<file path="src/rtl/ascii_pkg.sv">
// Shared states and character constants for the ASCII number parser.
// Defining ASCII_HEX_EN adds the HEX state for "0x" prefixed numbers.
package ascii_pkg;

   localparam int VALUE_W = 16;
   localparam int ACC_W   = VALUE_W + 4;
   localparam int CNT_W   = 5;

   localparam logic [7:0] CH_SP   = 8'h20;
   localparam logic [7:0] CH_DASH = 8'h2D;
   localparam logic [7:0] CH_DOT  = 8'h2E;
   localparam logic [7:0] CH_LF   = 8'h0A;
   localparam logic [7:0] CH_CR   = 8'h0D;
   localparam logic [7:0] CH_0    = 8'h30;
   localparam logic [7:0] CH_9    = 8'h39;
   localparam logic [7:0] CH_LX   = 8'h78;
   localparam logic [7:0] CH_UX   = 8'h58;
   localparam logic [7:0] CH_LA   = 8'h61;
   localparam logic [7:0] CH_UA   = 8'h41;

   typedef enum logic [2:0] {
      ST_IDLE,
      ST_ZERO,
      ST_DEC,
      ST_SKIP,
      ST_OUT
`ifdef ASCII_HEX_EN
      , ST_HEX
`endif
   } state_e;

endpackage

</file>
<file path="src/rtl/ascii_char_class.sv">
// Combinational classifier: digit / hex digit / terminator / 'x' and
// the 4-bit value of a decimal or hex digit.
module ascii_char_class
   import ascii_pkg::*;
(
   input  logic [7:0] char_i,
   output logic       is_digit_o,
   output logic       is_hex_o,
   output logic       is_term_o,
   output logic       is_x_o,
   output logic [3:0] dval_o
);

   logic lower, upper;

   always_comb begin
      is_digit_o = (char_i >= CH_0) && (char_i <= CH_9);
      lower      = (char_i >= CH_LA) && (char_i <= CH_LA + 8'd5);
      upper      = (char_i >= CH_UA) && (char_i <= CH_UA + 8'd5);
      is_hex_o   = is_digit_o || lower || upper;
      is_term_o  = (char_i == CH_SP)  || (char_i == CH_DASH) ||
                   (char_i == CH_DOT) || (char_i == CH_LF)   ||
                   (char_i == CH_CR);
      is_x_o     = (char_i == CH_LX) || (char_i == CH_UX);
      dval_o     = '0;
      if (is_digit_o)
         dval_o = 4'(char_i - CH_0);
      else if (lower)
         dval_o = 4'(char_i - CH_LA + 8'd10);
      else if (upper)
         dval_o = 4'(char_i - CH_UA + 8'd10);
   end

endmodule

</file>
<file path="src/rtl/ascii_num_parser.sv">
// Streams ASCII bytes and emits one unsigned 16-bit number per terminated
// token, with digit count and an error flag. ASCII_HEX_EN enables "0x" hex.
module ascii_num_parser
   import ascii_pkg::*;
(
   input  logic               clk,
   input  logic               reset,
   input  logic [7:0]         char_in,
   input  logic               char_valid,
   output logic               char_ready,
   output logic [VALUE_W-1:0] value,
   output logic [CNT_W-1:0]   ndigits,
   output logic               err,
   output logic               value_valid,
   input  logic               value_ready
);

   state_e             state_q;
   logic [VALUE_W-1:0] acc_q, acc_d, value_q;
   logic [CNT_W-1:0]   cnt_q, cnt_d, ndig_q;
   logic               ovf_q, err_q, vld_q;
   logic               c_dig, c_hex, c_term, c_x;
   logic               sat, xfer;
   logic [3:0]         dval;
   logic [ACC_W-1:0]   base, sum;

`ifdef ASCII_HEX_EN
   logic               hexd_q;
`else
   logic               unused_cls;
   assign unused_cls = c_hex | c_x;
`endif

   ascii_char_class u_cls (
      .char_i     (char_in),
      .is_digit_o (c_dig),
      .is_hex_o   (c_hex),
      .is_term_o  (c_term),
      .is_x_o     (c_x),
      .dval_o     (dval)
   );

   assign char_ready  = !reset && (state_q != ST_OUT);
   assign xfer        = char_valid && char_ready;
   assign value       = value_q;
   assign ndigits     = ndig_q;
   assign err         = err_q;
   assign value_valid = vld_q;

   // Widened accumulate so a single step can never wrap before saturating.
   always_comb begin
      base = ACC_W'(acc_q) * ACC_W'(10);
`ifdef ASCII_HEX_EN
      if (state_q == ST_HEX)
         base = {acc_q, 4'd0};
`endif
      sum   = base + ACC_W'(dval);
      sat   = sum > ACC_W'({VALUE_W{1'b1}});
      acc_d = sat ? '1 : sum[VALUE_W-1:0];
      cnt_d = (cnt_q == '1) ? cnt_q : cnt_q + 5'd1;
   end

   always_ff @(posedge clk) begin
      if (reset) begin
         state_q <= ST_IDLE;
         acc_q   <= '0;
         cnt_q   <= '0;
         ovf_q   <= 1'b0;
         value_q <= '0;
         ndig_q  <= '0;
         err_q   <= 1'b0;
         vld_q   <= 1'b0;
`ifdef ASCII_HEX_EN
         hexd_q  <= 1'b0;
`endif
      end else begin
         unique case (state_q)
            ST_IDLE: if (xfer) begin
               if (c_dig) begin
                  acc_q   <= acc_d;
                  cnt_q   <= cnt_d;
                  state_q <= (dval == 4'd0) ? ST_ZERO : ST_DEC;
               end else if (!c_term) begin
                  state_q <= ST_SKIP;
               end
            end
            ST_ZERO, ST_DEC: if (xfer) begin
               if (c_dig) begin
                  acc_q   <= acc_d;
                  ovf_q   <= ovf_q | sat;
                  cnt_q   <= cnt_d;
                  state_q <= ST_DEC;
`ifdef ASCII_HEX_EN
               end else if (state_q == ST_ZERO && c_x) begin
                  acc_q   <= '0;
                  state_q <= ST_HEX;
`endif
               end else if (c_term) begin
                  value_q <= acc_q;
                  ndig_q  <= cnt_q;
                  err_q   <= ovf_q;
                  vld_q   <= 1'b1;
                  state_q <= ST_OUT;
               end else begin
                  state_q <= ST_SKIP;
               end
            end
`ifdef ASCII_HEX_EN
            ST_HEX: if (xfer) begin
               if (c_hex) begin
                  acc_q   <= acc_d;
                  ovf_q   <= ovf_q | sat;
                  cnt_q   <= cnt_d;
                  hexd_q  <= 1'b1;
               end else if (c_term) begin
                  // A bare "0x" has no digits and is reported as an error.
                  value_q <= hexd_q ? acc_q : '0;
                  ndig_q  <= cnt_q;
                  err_q   <= ovf_q | !hexd_q;
                  vld_q   <= 1'b1;
                  state_q <= ST_OUT;
               end else begin
                  state_q <= ST_SKIP;
               end
            end
`endif
            ST_SKIP: if (xfer && c_term) begin
               value_q <= '0;
               ndig_q  <= cnt_q;
               err_q   <= 1'b1;
               vld_q   <= 1'b1;
               state_q <= ST_OUT;
            end
            ST_OUT: if (value_ready) begin
               vld_q   <= 1'b0;
               acc_q   <= '0;
               cnt_q   <= '0;
               ovf_q   <= 1'b0;
`ifdef ASCII_HEX_EN
               hexd_q  <= 1'b0;
`endif
               state_q <= ST_IDLE;
            end
            default: state_q <= ST_IDLE;
         endcase
      end
   end

endmodule

</file>
<file path="config.mk">
export PLATFORM = sky130hd
export DESIGN_NAME = ascii_num_parser
export DESIGN_NICKNAME = d
export VERILOG_FILES = /design/src/rtl/ascii_pkg.sv /design/src/rtl/ascii_char_class.sv /design/src/rtl/ascii_num_parser.sv
export SDC_FILE = /design/constraint.sdc
export NUM_CORES = 1
export LEC_CHECK = 0
export ABC_CLOCK_PERIOD_IN_PS = 12550
export BUFFER_PORTS_ARGS = -buffer_cell sky130_fd_sc_hd__buf_2
export CORE_ASPECT_RATIO = 1.1
export CORE_MARGIN = 4
export CORE_UTILIZATION = 60
export CTS_CLUSTER_DIAMETER = 30
export DETAILED_ROUTE_END_ITERATION = 7
export MAX_ROUTING_LAYER = met4
export PLACE_DENSITY_LB_ADDON = 0.15
export REMOVE_ABC_BUFFERS = 1
export SLEW_MARGIN = 30
export SYNTH_ARGS = -nofsm -noshare
export SYNTH_HDL_FRONTEND = slang
export SYNTH_SLANG_ARGS = --single-unit
</file>
<file path="constraint.sdc">
create_clock -name clk -period 12.55 [get_ports clk]
set_clock_uncertainty 0.05 [all_clocks]
set_input_delay 1.255 -clock clk [delete_from_list [all_inputs] [get_ports clk]]
set_output_delay 1.255 -clock clk [all_outputs]
set_load 0.02 [all_outputs]
</file>
After elaboration in Yosys (flattened, before gate mapping)
Cells that the tools add are included.
- register bits: 48
- input port bits: 12
- output and inout port bits: 24
- word-level logic and storage cells: 117
- add/subtract/negate cells: 7
- $mul: 1
- order comparisons: 7
- equality and inequality tests: 22
- muxes and demuxes: 46
- bitwise logic cells: 1
- reductions and logical operators: 25
- operators with widths (kind ; count):
    2-to-1 mux 16 bit ; 8
    one-hot mux 16 bit (2 select lines) ; 2
    2-to-1 mux 5 bit ; 8
    equality test 8 x 6 -> 1 bit (second input constant) ; 3
    2-to-1 mux 3 bit ; 8
    adder 20 x 4 -> 20 bit ; 1
    greater-than comparator 20 x 16 -> 1 bit (second input constant) ; 1
    one-hot mux 5 bit (2 select lines) ; 2
    multiplier 16 x 3 -> 19 bit (second input constant) ; 1
    equality test 8 x 4 -> 1 bit (second input constant) ; 2
    >= comparator 8 x 7 -> 1 bit (second input constant) ; 2
    less-or-equal comparator 8 x 7 -> 1 bit (second input constant) ; 2
    != test 2 bit (second input constant) ; 8
    AND reduction 5 bit ; 3
    2-to-1 mux 4 bit ; 3
    one-hot mux 3 bit (4 select lines) ; 1
    subtractor 4 x 1 -> 4 bit (second input constant) ; 3
    2-to-1 mux 1 bit ; 10
    adder 4 bit (second input constant) ; 2
    >= comparator 8 x 6 -> 1 bit (second input constant) ; 1
    less-or-equal comparator 8 x 6 -> 1 bit (second input constant) ; 1
    AND reduction 4 bit ; 2
    equality test 3 x 2 -> 1 bit (second input constant) ; 2
    logical AND 1 bit ; 6
    other kinds (19) ; 27

Longest topological paths before layout
- depth after elaboration: 11
- mapped depth: 18
- gate-level depth less buffers: 17

Hierarchy
Synthesis repeated with hierarchy kept, for this count alone.
- cells, all modules: 445
- area, all modules: 3609.7 um^2
- modules (own cells, without submodules) (module ; instances ; cells each ; area each (um^2) ; sequential area each (um^2)):
    ascii_num_parser ; 1 ; 409 ; 3328.2 ; 960.9
    ascii_char_class ; 1 ; 36 ; 281.5 ; 0.0

Worst setup path before layout
OpenSTA, ideal clock, no wires.
- kind: input to register
- start: in char_in[7]
- end: reg acc_q[2]
- setup time: 0.077 ns
- arrival time: 4.949 ns
- data required time: 12.423 ns
- slack: 7.474 ns
- stages: 16
- buffers on the path: 1
- path through: or4b_1 -> a311oi_1 -> nand2_1 -> o21ai_0 -> ha_1 -> inv_1 -> fa_1 -> nor2b_1 -> o21ai_1 -> or3_1 -> or4_4 -> or4_1 -> nand4_2 -> buf_6 -> nand2_4 -> a41oi_2
- word-level cells in the longest chain between the ends: 11
- elaborated cells on any way between the ends: 20
- those cells by class: add/sub: 1; order compare: 7; eq/ne: 1; mux: 7; reduce/logical: 4
- ends and longest elaborated chain (what ; line ; RTL):
    start, declared ; ascii_num_parser.sv:8 ; input logic [7:0] char_in,
    >= comparator 8 x 7 -> 1 bit / less-or-equal comparator 8 x 7 -> 1 bit (equally long branches) ; ascii_char_class.sv:19 ; upper = (char_i >= CH_UA) && (char_i <= CH_UA + 8'd5);
    logical AND 1 bit ; ascii_char_class.sv:19 ;
    2-to-1 mux 4 bit ; ascii_char_class.sv:30 ; else if (upper)
    2-to-1 mux 4 bit ; ascii_char_class.sv:28 ; else if (lower)
    2-to-1 mux 4 bit ; ascii_char_class.sv:26 ; if (is_digit_o)
    adder 20 x 4 -> 20 bit ; ascii_num_parser.sv:57 ; sum = base + ACC_W'(dval);
    greater-than comparator 20 x 16 -> 1 bit ; ascii_num_parser.sv:58 ; sat = sum > ACC_W'({VALUE_W{1'b1}});
    2-to-1 mux 16 bit ; ascii_num_parser.sv:59 ; acc_d = sat ? '1 : sum[VALUE_W-1:0];
    2-to-1 mux 16 bit ; ascii_num_parser.sv:79, ascii_num_parser.sv:88 ;
    2-to-1 mux 16 bit ; ascii_num_parser.sv:87 ; ST_ZERO, ST_DEC: if (xfer) begin
    one-hot mux 16 bit (2 select lines) ; ascii_num_parser.sv:77 ; unique case (state_q)
    end signal, assigned ; ascii_num_parser.sv:66 ; acc_q <= '0;
    end signal, assigned ; ascii_num_parser.sv:80 ; acc_q <= acc_d;
    end signal, assigned ; ascii_num_parser.sv:89 ; acc_q <= acc_d;
    end, declared ; ascii_num_parser.sv:19 ; logic [VALUE_W-1:0] acc_q, acc_d, value_q;
Parallel ways exist; a longest one is shown, timed or not. The select of a mux whose other input is x is not followed.
A chain may end at the register's enable or synchronous reset.

Final worst setup path
- start: in char_in[7]
- end: reg ovf_q
- word-level cells in the longest chain between the ends: 11
- elaborated cells on any way between the ends: 20
- those cells by class: add/sub: 1; order compare: 7; eq/ne: 1; mux: 6; bitwise: 1; reduce/logical: 4
- ends and longest elaborated chain (what ; line ; RTL):
    >= comparator 8 x 7 -> 1 bit / less-or-equal comparator 8 x 7 -> 1 bit (equally long branches) ; ascii_char_class.sv:19 ;
    logical AND 1 bit ; ascii_char_class.sv:19 ;
    2-to-1 mux 4 bit ; ascii_char_class.sv:30 ;
    2-to-1 mux 4 bit ; ascii_char_class.sv:28 ;
    2-to-1 mux 4 bit ; ascii_char_class.sv:26 ;
    adder 20 x 4 -> 20 bit ; ascii_num_parser.sv:57 ;
    greater-than comparator 20 x 16 -> 1 bit ; ascii_num_parser.sv:58 ;
    OR 1 bit ; ascii_num_parser.sv:90 ; ovf_q <= ovf_q | sat;
    2-to-1 mux 1 bit ; ascii_num_parser.sv:88 ; if (c_dig) begin
    2-to-1 mux 1 bit ; ascii_num_parser.sv:87 ;
    one-hot mux 1 bit (2 select lines) ; ascii_num_parser.sv:77 ;
    end signal, assigned ; ascii_num_parser.sv:90 ;
    end, declared ; ascii_num_parser.sv:21 ; logic ovf_q, err_q, vld_q;
Parallel ways exist; a longest one is shown, timed or not. The select of a mux whose other input is x is not followed.

==> results.md <==
| Step | Parameter | Value |
|---|---|---|
| run status | Run status | complete, no violations |
| power | LEAKAGE | 1.63 nW |
| global route | Initial antenna violation count | 0 |
| timing | Highest achievable clock rate | 0.184 GHz |
| timing | Transition time at the pin with the least slew margin | 842 ps |
| place | Port bufs | 35 |
| place | Hpwl dp | 6140 um |
| layout | Area delta synth->final | 8.07% |
| cts | Post-CTS Setup Bufs | 0 |
| power | Power density of the placed cells | 73.7 nW/um^2 |
| die | Full die area | 7410 sq um |
| yosys | Fraction of the yosys area taken by sequential cells | 26.3% |
| cts | Number of H-tree levels | 2 |
| die | Core outline area | 5840 sq um |
| global route | Global route total overflow | 0 |
| layout | Utilization after layout | 67.7% |
| timing | Number of pins with negative max-slew slack in the final report | 0 |
| cts | Worst skew pair latency | 300 ps |
| drt | Highest signal layer in the routed design | met4 |
| drt | Metal1 wirelength | 3800 um |
| yosys | Top FF cell, synth | sky130_fd_sc_hd__dfxtp_1 |
| power | Clock power share | 33.1% |
| drt | 1st-pass router iterations | 4 |
| timing | RSZ-0062 raised after global routing | no |
| drt | Final ANT Viol Nets | 0 |
| timing | Number of setup violations in the final report | 0 |
| critical path | Crit end category | register |
| drt | Met3 wire len | 280 um |
| layout | Fraction of final layout cells sized beyond drive strength 1 | 14.3% |
| layout | Layout Cells excl Fill | 545 |
| timing | Tightest slew margin relative to the limit | 43.8% |
| critical path | Required time at the worst-slack endpoint | 12710 ps |
| drt | Total wirelength of the detailed-routed design | 8160 um |
| global route | Largest net degree at the start of global routing | 34 |
| global route | Vias in the first global route | 2905 |
| place | Final Wtd Congestion | 0.848 |
| cts | Total CTS buffers | 5 |
| power | Worst supply voltage drop on vdd | 60.0 uV |
| yosys | Mapped cell area | 3660 sq um |
| cts | Cell chosen for the clock root | sky130_fd_sc_hd__clkbuf_8 |
| power | Share of power burned in registers | 55.5% |
| cts | Number of cells upsized or downsized after cts | 0 |
| yosys | Number of library cell types mapped by synthesis | 74 |
| global route | Wire length of the first global-routing pass | 13300 um |
| timing | Min cycle time layout | 5440 ps |
| drt | Routed length on met2 | 3950 um |
| timing | Final Hold Fails | 0 |
| power | Sw Pwr | 0.0000792 W |
| die | # IOs | 36 |
| drt | DRC violation total after the first TritonRoute iteration | 190 |
| die | Std cell rows | 29 |
| power | Internal cell power | 0.000212 W |
| critical path | Maximum fanout along the worst path | 12 |
| cts | Number of buffers between clock root and the deepest sink | 2 |
| power | Power after layout | 0.000291 W |
| critical path | Crit path arrival time | 5610 ps |
| yosys | Post-synthesis register bit count | 48 |
| drt | Average wire per standard cell | 15.0 um |
| timing | Total negative slack | 0 ps |
| drt | Average vias per placed instance | 6.10 |
| timing | Portion of the clock cycle consumed by the worst path in the final layout | 43.4% |
| drt | DRC violations left | 0 |
| layout | Final antenna diode count | 0 |
| layout | Number of nets at the end of the flow | 518 |
| power | Power share of the combinational group | 11.4% |
| yosys | Warning count from the yosys run | 0 |
| cts | Clk slew on worst S/H paths | 90 ps |
| global route | GR Util All Layers | 22.5% |
| drt | Vias | 3327 |
| yosys | Share of flip-flops with an asynchronous set or reset | 0% |
| cts | Number of sinks handled by clock tree synthesis | 48 |
| die | Initial Util | 62.6% |
| yosys | Post-synth EDFFs | 0 |
| die | Die extent in x | 82.5 um |
| timing | Smallest hold slack | 400 ps |
| cts | Number of buffers added to fix hold violations after cts | 0 |
| critical path | Setup crit start kind | input port |
| min path | Kind of path behind the tightest hold check | reg2reg |
| run | Number of maximum-capacitance constraint violations | 0 |
| yosys | Gate count after technology mapping | 447 |
| cts | TritonCTS clock tree | done |
| critical path | Type of the worst setup path | in2reg |
| place | Number of placed instances with taps included | 536 |
| power | Sw frac | 27.2% |
| yosys | Avg Synthesized Cell Area | 8.19 sq um |
| die | Vertical die dimension | 89.9 um |
## cells in the mapped netlist, drive strengths merged, types with 3 or more instances
library cell	number	share of area, %
a21oi	53	7.7
or3	6	1.0
inv	16	1.6
ha	37	13
a21o	10	2.1
a2111o	3	0.92
or4	4	0.92
nand2	55	5.8
nand3	25	3.4
clkbuf	14	1.5
nand2b	4	0.68
and2	6	1.0
xor2	8	1.9
a31oi	6	1.0
nor2	19	1.9
a31o	3	0.72
buf	9	1.4
nor3	13	1.8
a211oi	11	2.3
xnor2	9	2.2
nand3b	3	0.62
nor3b	5	1.0
dfxtp	48	26
or2	3	0.51
nand4	6	1.2
a2111oi	7	2.9
o21ai	18	2.5
mux2i	3	0.92
and3	3	0.51
nor4	3	0.92
a311oi	4	1.1
## cells by family (layout without fill, tap and decap cells)
group	after synthesis	after routing	synth area share, %
DFF	48	48	26.3
xor gates and xnor gates	17	17	4.07
adders and majority gates	41	41	14.3
and+or+nand+nor	161	161	22.8
buffers and inverters	40	61	4.58
AOI/OAI and AO/OA	137	137	27.0
muxes	3	3	0.923
## layout by cell type, fill, tap and decap left out, types with 10 or more instances in the layout
cell and n:
sky130_fd_sc_hd__a211oi_1 11, sky130_fd_sc_hd__a21o_1 10, sky130_fd_sc_hd__a21oi_1 49, sky130_fd_sc_hd__buf_2 35, sky130_fd_sc_hd__dfxtp_1 48, sky130_fd_sc_hd__ha_1 37
sky130_fd_sc_hd__inv_1 16, sky130_fd_sc_hd__nand2_1 54, sky130_fd_sc_hd__nand3_1 25, sky130_fd_sc_hd__nor2_1 19, sky130_fd_sc_hd__nor3_1 12, sky130_fd_sc_hd__o21ai_1 11
## power groups by stage
stage | Sequential [W] | Combinational, W | Clock (W)
floorplan | 0.000164 | 0.0000222 | 0
global placement | 0.000165 | 0.0000315 | 0
detailed placement | 0.000165 | 0.0000326 | 0
CTS | 0.000162 | 0.0000329 | 0.0000970
global route | 0.000163 | 0.0000368 | 0.000104
finish | 0.000162 | 0.0000331 | 0.0000964
## flip-flops by register name, indices dropped and copies added (netlist names)
register,cells
state_q,3
ovf_q,1
acc_q,16
ndigits,5
cnt_q,5
value,16
err,1
value_valid,1
## critical path: stages
cell and delay, ps:
sky130_fd_sc_hd__buf_2 130, sky130_fd_sc_hd__or4b_1 520, sky130_fd_sc_hd__a311oi_1 450, sky130_fd_sc_hd__nand2_1 100
sky130_fd_sc_hd__o21ai_0 130, sky130_fd_sc_hd__ha_1 220, sky130_fd_sc_hd__inv_1 60, sky130_fd_sc_hd__fa_1 440
sky130_fd_sc_hd__nor2b_1 140, sky130_fd_sc_hd__o21ai_1 100, sky130_fd_sc_hd__or3_1 390, sky130_fd_sc_hd__or4_4 560
sky130_fd_sc_hd__or4_1 430, sky130_fd_sc_hd__nand4_2 290, sky130_fd_sc_hd__a21oi_2 120, sky130_fd_sc_hd__o41ai_2 280
## layout make-up
type                    instances  area, sq um
clock buffers                   7         86.3
clock inverters                 1         7.51
fillers                       513         1890
inverters                      17         63.8
multi-input cells             359         2550
flip-flops and latches         48          961
well taps                      77         96.3
repair buffers                 36          189
## stage by stage
stage / setup WS (ps) / area, sq um
2_1_floorplan: 7330 / 3560
3_3_place_gp: 6970 / 3830
3_5_place_dp: 6810 / 3840
4_1_cts: 7120 / 3930
5_1_grt: 6840 / 3960
6_report: 7110 / 3960
## path summary, 6_finish.rpt
path                            end  slack (ps)  cells after the start                   from
max              ovf_q$_SDFFE_PP0P_        7110                     16             char_in[7]
min reg2reg   value[0]$_SDFFE_PP0P_         400                      2  value[0]$_SDFFE_PP0P_
min           value[0]$_SDFFE_PP0P_         400                      2  value[0]$_SDFFE_PP0P_
max reg2reg  acc_q[14]$_SDFFE_PP0P_        8690                     12  acc_q[1]$_SDFFE_PP0P_
## layer usage
| metal | vias up | track usage (%) |
|---|---|---|
| li1 | 1704 | - |
| met1 | 1545 | 29.9 |
| met2 | 67 | 35.7 |
| met3 | 11 | 2.50 |
| met4 | 0 | 6.37 |
| met5 | - | - |
No activity file was read; power rests on OpenSTA's default activity.
